===== src/rtl/hog_bank_port_mux.sv =====
// Purpose : shares NUM_BANKS BRAM write ports between the host loader and the HOG result writer,
//           tracks the IDLE/SCALE/HOG/DONE job phase and feeds pixels (or a test ramp) to hog_top.
// Latency : 1 cycle on the BRAM mux and the pixel path; no backpressure, dropped host writes are flagged.
//
// Optional build macro: HOG_BANK_STATS_EN
//   defined   -> collision_cnt / host_drop track dropped host writes
//   undefined -> collision_cnt / host_drop are tied to 0 and their registers are not built
//
// Ports:
//   aclk, rst                         clock, synchronous active-high reset
//   start, scaling_finish,
//   write_feature_done                job phase control pulses
//   test_mode                         bit1 = test pixel ramp, bit2 = host override during a job
//   host_{ena,wea,addr,din}           loader write ports, bank i at [i*W +: W]
//   res_{ena,wea,addr,din}            result writer ports (always win over the host)
//   bram_{ena,wea,addr,din}           registered, muxed BRAM port A
//   p_scaling, p_valid -> p, p_valid_o pixel stream to hog_top
//   phase                             0=IDLE 1=SCALE 2=HOG 3=DONE
//   collision_cnt, host_drop          dropped-host-write statistics
module hog_bank_port_mux #(
  parameter int NUM_BANKS = 4,
  parameter int ADDR_W    = 13,
  parameter int DATA_W    = 8,
  parameter int P_WIDTH   = 8,
  parameter int TEST_WRAP = 32
) (
  input  logic                        aclk,
  input  logic                        rst,
  input  logic                        start,
  input  logic                        scaling_finish,
  input  logic                        write_feature_done,
  input  logic [31:0]                 test_mode,
  input  logic [NUM_BANKS-1:0]        host_ena,
  input  logic [NUM_BANKS-1:0]        host_wea,
  input  logic [NUM_BANKS*ADDR_W-1:0] host_addr,
  input  logic [NUM_BANKS*DATA_W-1:0] host_din,
  input  logic [NUM_BANKS-1:0]        res_ena,
  input  logic [NUM_BANKS-1:0]        res_wea,
  input  logic [NUM_BANKS*ADDR_W-1:0] res_addr,
  input  logic [NUM_BANKS*DATA_W-1:0] res_din,
  output logic [NUM_BANKS-1:0]        bram_ena,
  output logic [NUM_BANKS-1:0]        bram_wea,
  output logic [NUM_BANKS*ADDR_W-1:0] bram_addr,
  output logic [NUM_BANKS*DATA_W-1:0] bram_din,
  input  logic [P_WIDTH-1:0]          p_scaling,
  input  logic                        p_valid,
  output logic [P_WIDTH-1:0]          p,
  output logic                        p_valid_o,
  output logic [1:0]                  phase,
  output logic [15:0]                 collision_cnt,
  output logic [NUM_BANKS-1:0]        host_drop
);

  // TEST_WRAP is a power of two, so a counter of this width wraps at TEST_WRAP on its own.
  localparam int CNT_W = (TEST_WRAP > 1) ? $clog2(TEST_WRAP) : 1;

  typedef enum logic [1:0] {
    PH_IDLE  = 2'd0,
    PH_SCALE = 2'd1,
    PH_HOG   = 2'd2,
    PH_DONE  = 2'd3
  } phase_e;

  phase_e                      state_q, state_d;
  logic [NUM_BANKS-1:0]        ena_q, ena_d;
  logic [NUM_BANKS-1:0]        wea_q, wea_d;
  logic [NUM_BANKS*ADDR_W-1:0] addr_q, addr_d;
  logic [NUM_BANKS*DATA_W-1:0] din_q, din_d;
  logic [CNT_W-1:0]            cnt_q, cnt_d;
  logic [P_WIDTH-1:0]          p_q, p_d;
  logic                        pv_q, pv_d;

  logic idle_like;
  logic host_window;
  logic stats_clr;

  // Only bits 1 and 2 of test_mode mean anything here.
  logic unused_test_mode;
  assign unused_test_mode = ^{test_mode[31:3], test_mode[0]};

  assign idle_like   = (state_q == PH_IDLE) || (state_q == PH_DONE);
  assign host_window = idle_like || test_mode[2];
  // A new job starts with clean statistics.
  assign stats_clr   = idle_like && start;

  // Phase FSM: out-of-phase pulses simply fall through to the hold default.
  always_comb begin
    state_d = state_q;
    unique case (state_q)
      PH_IDLE:  if (start)              state_d = PH_SCALE;
      PH_SCALE: if (scaling_finish)     state_d = PH_HOG;
      PH_HOG:   if (write_feature_done) state_d = PH_DONE;
      PH_DONE:  if (start)              state_d = PH_SCALE;
      default:                          state_d = PH_IDLE;
    endcase
  end

  // Per-bank port mux; an idle bank keeps its last addr/din to avoid needless toggling.
  always_comb begin
    ena_d  = '0;
    wea_d  = '0;
    addr_d = addr_q;
    din_d  = din_q;
    for (int i = 0; i < NUM_BANKS; i++) begin
      if (res_ena[i]) begin
        ena_d[i]                   = 1'b1;
        wea_d[i]                   = res_wea[i];
        addr_d[i*ADDR_W +: ADDR_W] = res_addr[i*ADDR_W +: ADDR_W];
        din_d[i*DATA_W +: DATA_W]  = res_din[i*DATA_W +: DATA_W];
      end else if (host_ena[i] && host_window) begin
        ena_d[i]                   = 1'b1;
        wea_d[i]                   = host_wea[i];
        addr_d[i*ADDR_W +: ADDR_W] = host_addr[i*ADDR_W +: ADDR_W];
        din_d[i*DATA_W +: DATA_W]  = host_din[i*DATA_W +: DATA_W];
      end
    end
  end

  // Pixel path and test ramp. The ramp value shown is the one before this cycle's increment.
  always_comb begin
    cnt_d = cnt_q;
    if (scaling_finish) begin
      cnt_d = '0;
    end else if (p_valid) begin
      cnt_d = cnt_q + CNT_W'(1);
    end

    pv_d = p_valid;
    p_d  = '0;
    if (test_mode[1]) begin
      p_d[CNT_W-1:0] = cnt_q;
    end else begin
      p_d = p_scaling;
    end
  end

  always_ff @(posedge aclk) begin
    if (rst) begin
      state_q <= PH_IDLE;
      ena_q   <= '0;
      wea_q   <= '0;
      addr_q  <= '0;
      din_q   <= '0;
      cnt_q   <= '0;
      p_q     <= '0;
      pv_q    <= 1'b0;
    end else begin
      state_q <= state_d;
      ena_q   <= ena_d;
      wea_q   <= wea_d;
      addr_q  <= addr_d;
      din_q   <= din_d;
      cnt_q   <= cnt_d;
      p_q     <= p_d;
      pv_q    <= pv_d;
    end
  end

`ifdef HOG_BANK_STATS_EN
  logic [NUM_BANKS-1:0] drop_vec;
  logic [NUM_BANKS-1:0] host_drop_q, host_drop_d;
  logic [15:0]          coll_q, coll_d;

  // A host write is lost if the result writer owns the bank or the window is shut.
  assign drop_vec = host_ena & (res_ena | {NUM_BANKS{~host_window}});

  // Clearing on job start takes priority; drops seen in that cycle belong to the finished job.
  always_comb begin
    host_drop_d = host_drop_q | drop_vec;
    coll_d      = coll_q;
    if ((|drop_vec) && (coll_q != 16'hFFFF)) begin
      coll_d = coll_q + 16'd1;
    end
    if (stats_clr) begin
      host_drop_d = '0;
      coll_d      = '0;
    end
  end

  always_ff @(posedge aclk) begin
    if (rst) begin
      host_drop_q <= '0;
      coll_q      <= '0;
    end else begin
      host_drop_q <= host_drop_d;
      coll_q      <= coll_d;
    end
  end

  assign host_drop     = host_drop_q;
  assign collision_cnt = coll_q;
`else
  logic unused_stats;
  assign unused_stats  = stats_clr;
  assign host_drop     = '0;
  assign collision_cnt = '0;
`endif

  assign bram_ena  = ena_q;
  assign bram_wea  = wea_q;
  assign bram_addr = addr_q;
  assign bram_din  = din_q;
  assign p         = p_q;
  assign p_valid_o = pv_q;
  assign phase     = state_q;

endmodule


===== config.mk =====
export PLATFORM = sky130hd
export DESIGN_NAME = hog_bank_port_mux
export DESIGN_NICKNAME = d
export VERILOG_FILES = /design/src/rtl/hog_bank_port_mux.sv
export SDC_FILE = /design/constraint.sdc
export NUM_CORES = 1
export LEC_CHECK = 0
export CAP_MARGIN = 20
export CORE_AREA = 5 5 136 138
export CTS_CLUSTER_DIAMETER = 80
export CTS_CLUSTER_SIZE = 24
export DETAILED_ROUTE_END_ITERATION = 12
export DIE_AREA = 0 0 141 143
export PLACE_DENSITY = 0.73
export SETUP_SLACK_MARGIN = 0.3
export SLEW_MARGIN = 20
export SYNTH_ARGS = -nofsm -noshare
export SYNTH_HDL_FRONTEND = slang
export SYNTH_SLANG_ARGS = --single-unit

===== constraint.sdc =====
create_clock -name aclk -period 1.8 [get_ports aclk]
set_input_delay 0.18 -clock aclk [delete_from_list [all_inputs] [get_ports aclk]]
set_output_delay 0.18 -clock aclk [all_outputs]
set_load 0.005 [all_outputs]

=== Word-level counts from Yosys, hierarchy flattened ===
Index checks and enable logic that the tools add are counted.

* Register bits after elaboration: 108

* Reduce and logical (&&, ||, !) cells: 15
* Eq/ne operators: 6
* Mux-type cells: 37
* $add $sub $neg: 1

{| class="wikitable"
|+ Operators by type and width
! kind !! number
|-
| $mux W13 || 8
|-
| $mux W8 || 8
|-
| $mux W1 || 16
|-
| $reduce_bool A2 Y1 || 4
|-
| $mux W2 || 3
|-
| $pmux W2 S3 || 1
|-
| $reduce_or A2 Y1 || 3
|-
| $add A5 B1 Y5 const B || 1
|-
| $mux W5 || 1
|-
| $eq A2 B2 Y1 const B || 2
|-
| $logic_and A1 B1 Y1 || 4
|-
| $ne A2 B2 Y1 const B || 2
|-
| $reduce_and A3 Y1 || 1
|-
| $eq A2 B1 Y1 const B || 1
|-
| $logic_not A2 Y1 || 1
|-
| $logic_or A1 B1 Y1 || 2
|-
| $ne A2 B1 Y1 const B || 1
|}

=== Logic depth before layout (Yosys ltp) ===
Gate-level depths: netlist of run 1.

* Depth in word-level cells: 6
* Depth in mapped cells: 6
* Mapped depth without buffers: 5

=== Least setup slack after synthesis of run 1 ===
OpenSTA, ideal clock, no wires.

* Kind: register to register
* From: register state_q[0], in the netlist phase[0]
* To: register addr_q[0], in the netlist bram_addr[0]
* Arrival time: 1,553 ps
* Setup time: 81 ps
* Path buffers: 1
* Cell stages (with the launch flop): 7
* Period minus slack after synthesis: 1,634 ps
* Setup slack: 166 ps
* Cell sequence: dfxtp_1 inv_1 ha_1 o21a_1 or2_4 buf_6 a211oi_2

* Cells in the longest elaborated chain, start to end: 5
* Elaborated cells on any way between the ends: 6

{| class="wikitable"
|+ RTL lines
! what !! RTL line !! RTL
|-
| start: declaration || 64 || <nowiki>phase_e state_q, state_d;</nowiki>
|-
| start signal: assignment || 148 || <nowiki>state_q <= state_d;</nowiki>
|-
| $eq A2 B2 Y1 / $logic_not A2 Y1 (equally long branches) || 81 || <nowiki>assign idle_like = (state_q == PH_IDLE) || (state_q == PH_DONE);</nowiki>
|-
| $logic_or A1 B1 Y1 (*) || 81 ||
|-
| $logic_or A1 B1 Y1 (*) || 82 || <nowiki>assign host_window = idle_like || test_mode[2];</nowiki>
|-
| $logic_and A1 B1 Y1 (*) || 110 || <nowiki>end else if (host_ena[i] && host_window) begin</nowiki>
|-
| $reduce_bool A2 Y1 (no source line) (*) || - ||
|-
| end signal: assignment || 151 || <nowiki>addr_q <= addr_d;</nowiki>
|-
| end: declaration || 67 || <nowiki>logic [NUM_BANKS*ADDR_W-1:0] addr_q, addr_d;</nowiki>
|}

Mark *: on every way between the ends. The rest lies on a longest branch, timed or not.
A chain may end at the register's enable or synchronous reset.

=== Final worst setup path of run 1 ===
* From: register state_q[0], in the netlist phase[0]
* To: register addr_q[27], in the netlist bram_addr[27]

The elaborated chain is that of the path after synthesis.

==> results of run 1 <==
==> area by class of cell <==
| cell class | count | area (sq um) |
|---|---|---|
| repair buffers | 322 | 3260 |
| clock inverters | 7 | 96.3 |
| flip-flops and latches | 108 | 2170 |
| fillers | 1535 | 7980 |
| clock buffers | 9 | 225 |
| well taps | 225 | 282 |
| multi-input cells | 350 | 3050 |
| inverters | 2 | 7.51 |
==> synth_stat cells <==
library cell,instances,area [sq um]
a211oi_1,4,30.0
a211oi_2,80,1000
a311oi_1,1,8.76
a31o_2,1,8.76
and2_1,3,18.8
buf_1,2,7.51
buf_2,19,95.1
buf_4,24,180
buf_6,8,90.1
clkbuf_1,16,60.1
conb_1,1,3.75
dfxtp_1,108,2160
ha_1,4,50.1
inv_1,2,7.51
mux2_2,1,11.3
mux2i_1,94,941
nand2_1,1,3.75
nand2b_1,3,18.8
nand3_1,1,5.00
nand4_1,2,12.5
nor2_1,17,63.8
nor2b_1,1,6.26
nor3_1,93,465
o21a_1,4,30.0
or2_4,4,35.0
xnor2_1,1,8.76
xor2_1,3,26.3
==> report_power, final <==
part | switching (uW) | internal (uW) | total (uW)
logic | 1160 | 1570 | 2730
registers | 178 | 2710 | 2890
clock network | 924 | 1230 | 2150
total | 2260 | 5510 | 7770
==> final timing paths <==
path | from | to | slack (ns) | depth (start not counted)
hold / removal | rst | phase[0] | 0.23 | 3
setup / recovery | phase[0] | bram_addr[27] | 0.32 | 5
setup reg to reg | phase[0] | bram_addr[27] | 0.32 | 5
hold reg to reg | cnt_q[4] | p[4] | 0.54 | 2
==> flip-flops by register name (all words and copies together) (netlist names) <==
signal     cells
p_valid_o      1
cnt_q          5
bram_wea       4
phase          2
bram_addr     52
p              8
bram_din      32
bram_ena       4
==> worst max-delay path: stages, from the launching register on <==
cell and delay [ns]:
dfxtp_2 0.35, inv_2 0.05, ha_4 0.25, o21a_4 0.24, or2_4 0.30, a211oi_2 0.22
==> routing by layer <==
| layer | up-vias | routed length [um] | global-route usage |
|---|---|---|---|
| met1 | 2239 | 7060 | 0.196 |
| met5 | - | 0 | 0 |
| met2 | 210 | 9080 | 0.305 |
| met4 | 0 | 322 | 0.0546 |
| li1 | 2405 | - | - |
| met3 | 19 | 1660 | 0.0583 |
==> what timing repair did <==
action,in CTS,in global routing
endpoints found under the setup margin,85,78
gates cloned,8,4
hold buffers,0,0
resized for setup,24,22
pin swaps,9,13
buffers inserted,1,0
==> stage by stage <==
stage | instance area [sq um] | worst slack [ns] | util | hold slack, ns
3_3_place_gp | 8500 | 0.0936 | 0.499 | 0.511
2_1_floorplan | 5440 | 0.317 | - | 0.257
3_5_place_dp | 8500 | 0.0533 | 0.499 | 0.535
4_1_cts | 8960 | 0.299 | 0.526 | 0.214
6_report | 9080 | 0.321 | 0.532 | 0.234
5_1_grt | 9080 | 0.249 | 0.532 | 0.243
==> cell families (layout without fill, tap and decap cells) <==
family	count (synthesis)	count (layout)
AOI/OAI and AO/OA	90	90
buffers and inverters	71	340
other	1	20
xor gates and xnor gates	4	4
DFF	108	108
and+or+nand+nor	125	137
muxes	95	95
adders and majority gates	4	4
==> impl_metrics.yaml, run 1 <==
timing:
  max_freq_mhz: 676
  grt_setup_unrepaired: "true"
  setup_tns_ns: 0
  hold_viol: 0
  slew_viol_final: 0
  finalSetupViolCount: 0
  finalCritPeriodShare: 0.822
  post-route-min-period_ns: 1.48
  finalClockSkew_ns: 0.00886
global_routing:
  grt_pass1_vias: 4976
  antenna_found_initial: 0
  grt_first_pass_wirelength_um: 27600
  track_usage: 0.172
  grt_max_degree: 55
  overflow: 0
floorplan:
  coreArea_sq_um: 17100
  ioPinCount: 353
  dieWidth_um: 141
  rows: 48
  initial_core_util: 0.314
  dieArea_sq_um: 20200
  die_h_um: 143
drt:
  drtPass1Iterations: 4
  wl_per_cell_um: 17.7
  postRouteAntennaNets: 0
  dr_total_vias: 4873
  drc: 0
  drt_iter0_markers: 137
  routed_wl_um: 18100
  viasPerCell: 4.76
clock_tree:
  clockRootBuffer: "clkbuf_16"
  clock-sinks: 108
  htreeDepth: 3
  clockBufferDepth: 2
  cts_tree: "built"
  cts_buffers: 9
  clk_pin_slew_ns: 0.07
  clk_latency_ns: 0.35
logic_synthesis:
  synth_cells: 498
  ys.warnings.count: 0
  syn_area_sq_um: 5350
  synth_xor_area_frac: 0.00655
  synth_cell_types: 27
  syn_avg_cell_area_sq_um: 10.7
  synth_compound_area_frac: 0.202
  muxShareOfSynthArea: 0.178
  synth-simple-area-share: 0.118
  synth_top_family_by_area: "compound AO/OA/AOI/OAI gates"
  yosysSeqAreaShare: 0.404
  synthAdderAreaFrac: 0.00935
  synth-seq-cells: 108
placement:
  io_buffers: 302
  placed_cells: 994
  gp_congestion: 0.782
  post-dp-hpwl_um: 13300
final_layout:
  nets: 1027
  mostFrequentLayoutCells: "clkdlybuf4s50_1 (297), dfxtp_1 (105), mux2i_1 (94)"
  final_common_cell: "clkdlybuf4s50_1"
  drive_above_1_share: 0.206
  stdcell_count: 1023
  syn_to_final_growth_pct: 69.7
  n_antenna_cell: 0
status:
  status: "finished, final reports clean"
power:
  p_leak_uw: 0.00346
  design_power_total_uw: 7770
  ir_worst_vdd_v: 0.000492
  p_per_area_nw_per_um2: 856
worst_setup_path:
  endpoint_kind: "flop"
  required_ns: 2.07
  critPathMaxFanout: 6
  worstPathArrival_ns: 1.74
  startpoint_type: "flop"
  worstSetupPathType: "flop to flop"
run:
  drv_cap: 0
hold_path:
  hp-class: "input pin to flop"
Note: power is estimated with default switching activity, not from simulation.
==> run 2, diff against run 1 <==
==> constraint.sdc (replaced) <==
create_clock -name aclk -period 1.4 [get_ports aclk]
set_input_delay 0.14 -clock aclk [delete_from_list [all_inputs] [get_ports aclk]]
set_output_delay 0.14 -clock aclk [all_outputs]
set_load 0.005 [all_outputs]
==> run 2 against run 1 <==
Effect of this change: the run now ends with setup timing left; combinational power rose by 39%; clock-buffer cell count rose by 1; register-to-register slack got worse by 0.39 ns; worst hold slack got worse by 0.16 ns.
==> impl_metrics.yaml, run 2 (synthesis results as in run 1) <==
global_routing:
  use_met2: 0.305
  grt_pass1_vias: 5011
  overflow: 0
  grt.busiest_layer: "met2"
  grtUsageMet3: 0.0636
  antenna_found_initial: 0
  grt_use_met1: 0.197
  grt_first_pass_wirelength_um: 27900
  grt_max_degree: 51
  track_usage: 0.173
clock_tree:
  clockBufferDepth: 2
  cts_buffers: 9
  hold_buffers: 0
  cts_tree: "built"
  clock-sinks: 108
  htreeDepth: 3
  clk_latency_ns: 0.35
  clockRootBuffer: "clkbuf_16"
  clk_pin_slew_ns: 0.08
timing:
  max_freq_mhz: 678
  slew_viol_final: 0
  finalSetupViolCount: 83
  grt_setup_unrepaired: "true"
  setup_tns_ns: -2.67
  setup_ws_ns: -0.0757
  finalClockSkew_ns: 0.00951
  finalCritPeriodShare: 1.05
  post-route-min-period_ns: 1.48
  hold_viol: 0
hold_path:
  hold_start: "rst"
  hp-class: "input pin to flop"
  hold_depth: 2
  worst_hold_path.endpoint: "p_valid_o"
final_layout:
  final_common_cell: "clkdlybuf4s50_1"
  largest_reg_flops: 52
  nets: 1049
  fill_cells: 1535
  stdcell_count: 1045
  mostFrequentLayoutCells: "clkdlybuf4s50_1 (194), mux2i_1 (94), a211oi_2 (84)"
  syn_to_final_growth_pct: 76.8
  drive_above_1_share: 0.378
  n_antenna_cell: 0
worst_setup_path:
  rr_endpoint: "phase[0]"
  worstReg2RegStart: "phase[0]"
  critPathMaxFanout: 2
  worstSetupPathType: "flop to output port"
  rr_worst_depth: 8
  endpoint_kind: "output port"
  r2r_setup_slack_ns: -0.07
  required_ns: 1.26
  worstPathArrival_ns: 1.34
  startpoint_type: "flop"
drt:
  viasPerCell: 4.87
  drtPass1Iterations: 4
  drc: 0
  postRouteAntennaNets: 0
  dr_total_vias: 5090
  drt_iter0_markers: 191
  wl_per_cell_um: 18.2
  routed_wl_um: 19000
placement:
  post-dp-hpwl_um: 13500
  io_buffers: 302
  gp_congestion: 0.782
  place_ws_ns: -0.236
  placed_cells: 1004
floorplan:
  die_h_um: 143
  dieWidth_um: 141
  coreArea_sq_um: 17100
  initial_core_util: 0.314
  rows: 48
  dieArea_sq_um: 20200
  ioPinCount: 353
power:
  ir_worst_vdd_v: 0.000581
  p_leak_uw: 0.00379
  p_per_area_nw_per_um2: 1060
run:
  drv_cap: 0
status:
  status: "complete, but fails checks"
  violations: "setup timing"
==> run 2: cell types whose count changed in the layout (fill, tap and decap cells not counted), moves of 15 or more <==
cell	previous run	this run
clkbuf_2	0	26
dlygate4sd2_1	0	24
dfxtp_2	3	37
dfxtp_1	105	71
nor3_2	12	61
clkdlybuf4s50_1	297	194
clkdlybuf4s15_1	0	45
buf_4	11	26
nor3_1	81	32
==> run 2: metal layers <==
metal	vias up	wire, um
li1	2450	-
met4	0	314
met2	232	9490
met3	24	1800
met5	-	0
met1	2384	7410
==> run 2: cell type report <==
class / instances / area [sq um] / area share
multi-input cells: 350 / 3340 / 0.354
repair buffers: 344 / 3330 / 0.352
flip-flops and latches: 108 / 2210 / 0.233
well taps: 225 / 282 / 0.0298
clock buffers: 10 / 239 / 0.0253
clock inverters: 6 / 47.5 / 0.00503
inverters: 2 / 7.51 / 0.000794
==> run 2: critical path: stages, from the launching register on <==
cell     delay [ns]
dfxtp_2        0.32
buf_4          0.12
buf_4          0.12
buf_6          0.10
buf_6          0.11
buf_6          0.11
buf_6          0.11
==> run 2: worst max-delay path by stage <==
stage | slack [ns] | start | cells after the start | endpoint
6_report | -0.08 | phase[0] | 6 | phase[0]
5_1_grt | -0.15 | phase[0] | 5 | bram_din[26]
4_1_cts | -0.09 | phase[0] | 5 | bram_addr[44]
3_5_place_dp | -0.24 | test_mode[2] | 5 | bram_addr[25]
3_3_place_gp | -0.23 | test_mode[2] | 5 | bram_addr[25]
2_1_floorplan | -0.07 | phase[0] | 6 | bram_addr[0]
==> run 2: stage by stage <==
stage,instance area [sq um],total power (uW),hold WS (ns),util
floorplan,5440,5340,0.217,-
global placement,8610,7100,0.443,0.505
detailed placement,8610,7130,0.440,0.505
CTS,9180,9860,0.0602,0.538
global route,9460,10600,0.0846,0.555
finish,9460,10000,0.0764,0.555
==> run 2: repair_timing <==
item	4_1_cts	5_1_grt
setup buffers	6	6
resized for setup	223	140
hold endpoints to repair	0	0
cloned	10	3
setup endpoints to repair	197	159
pin swaps	10	11
==> run 2: report_power, final <==
group,internal [uW],switching [uW],total (uW)
clock network,1270,1220,2490
registers,3510,250,3760
logic,2090,1690,3790
total,6870,3160,10000
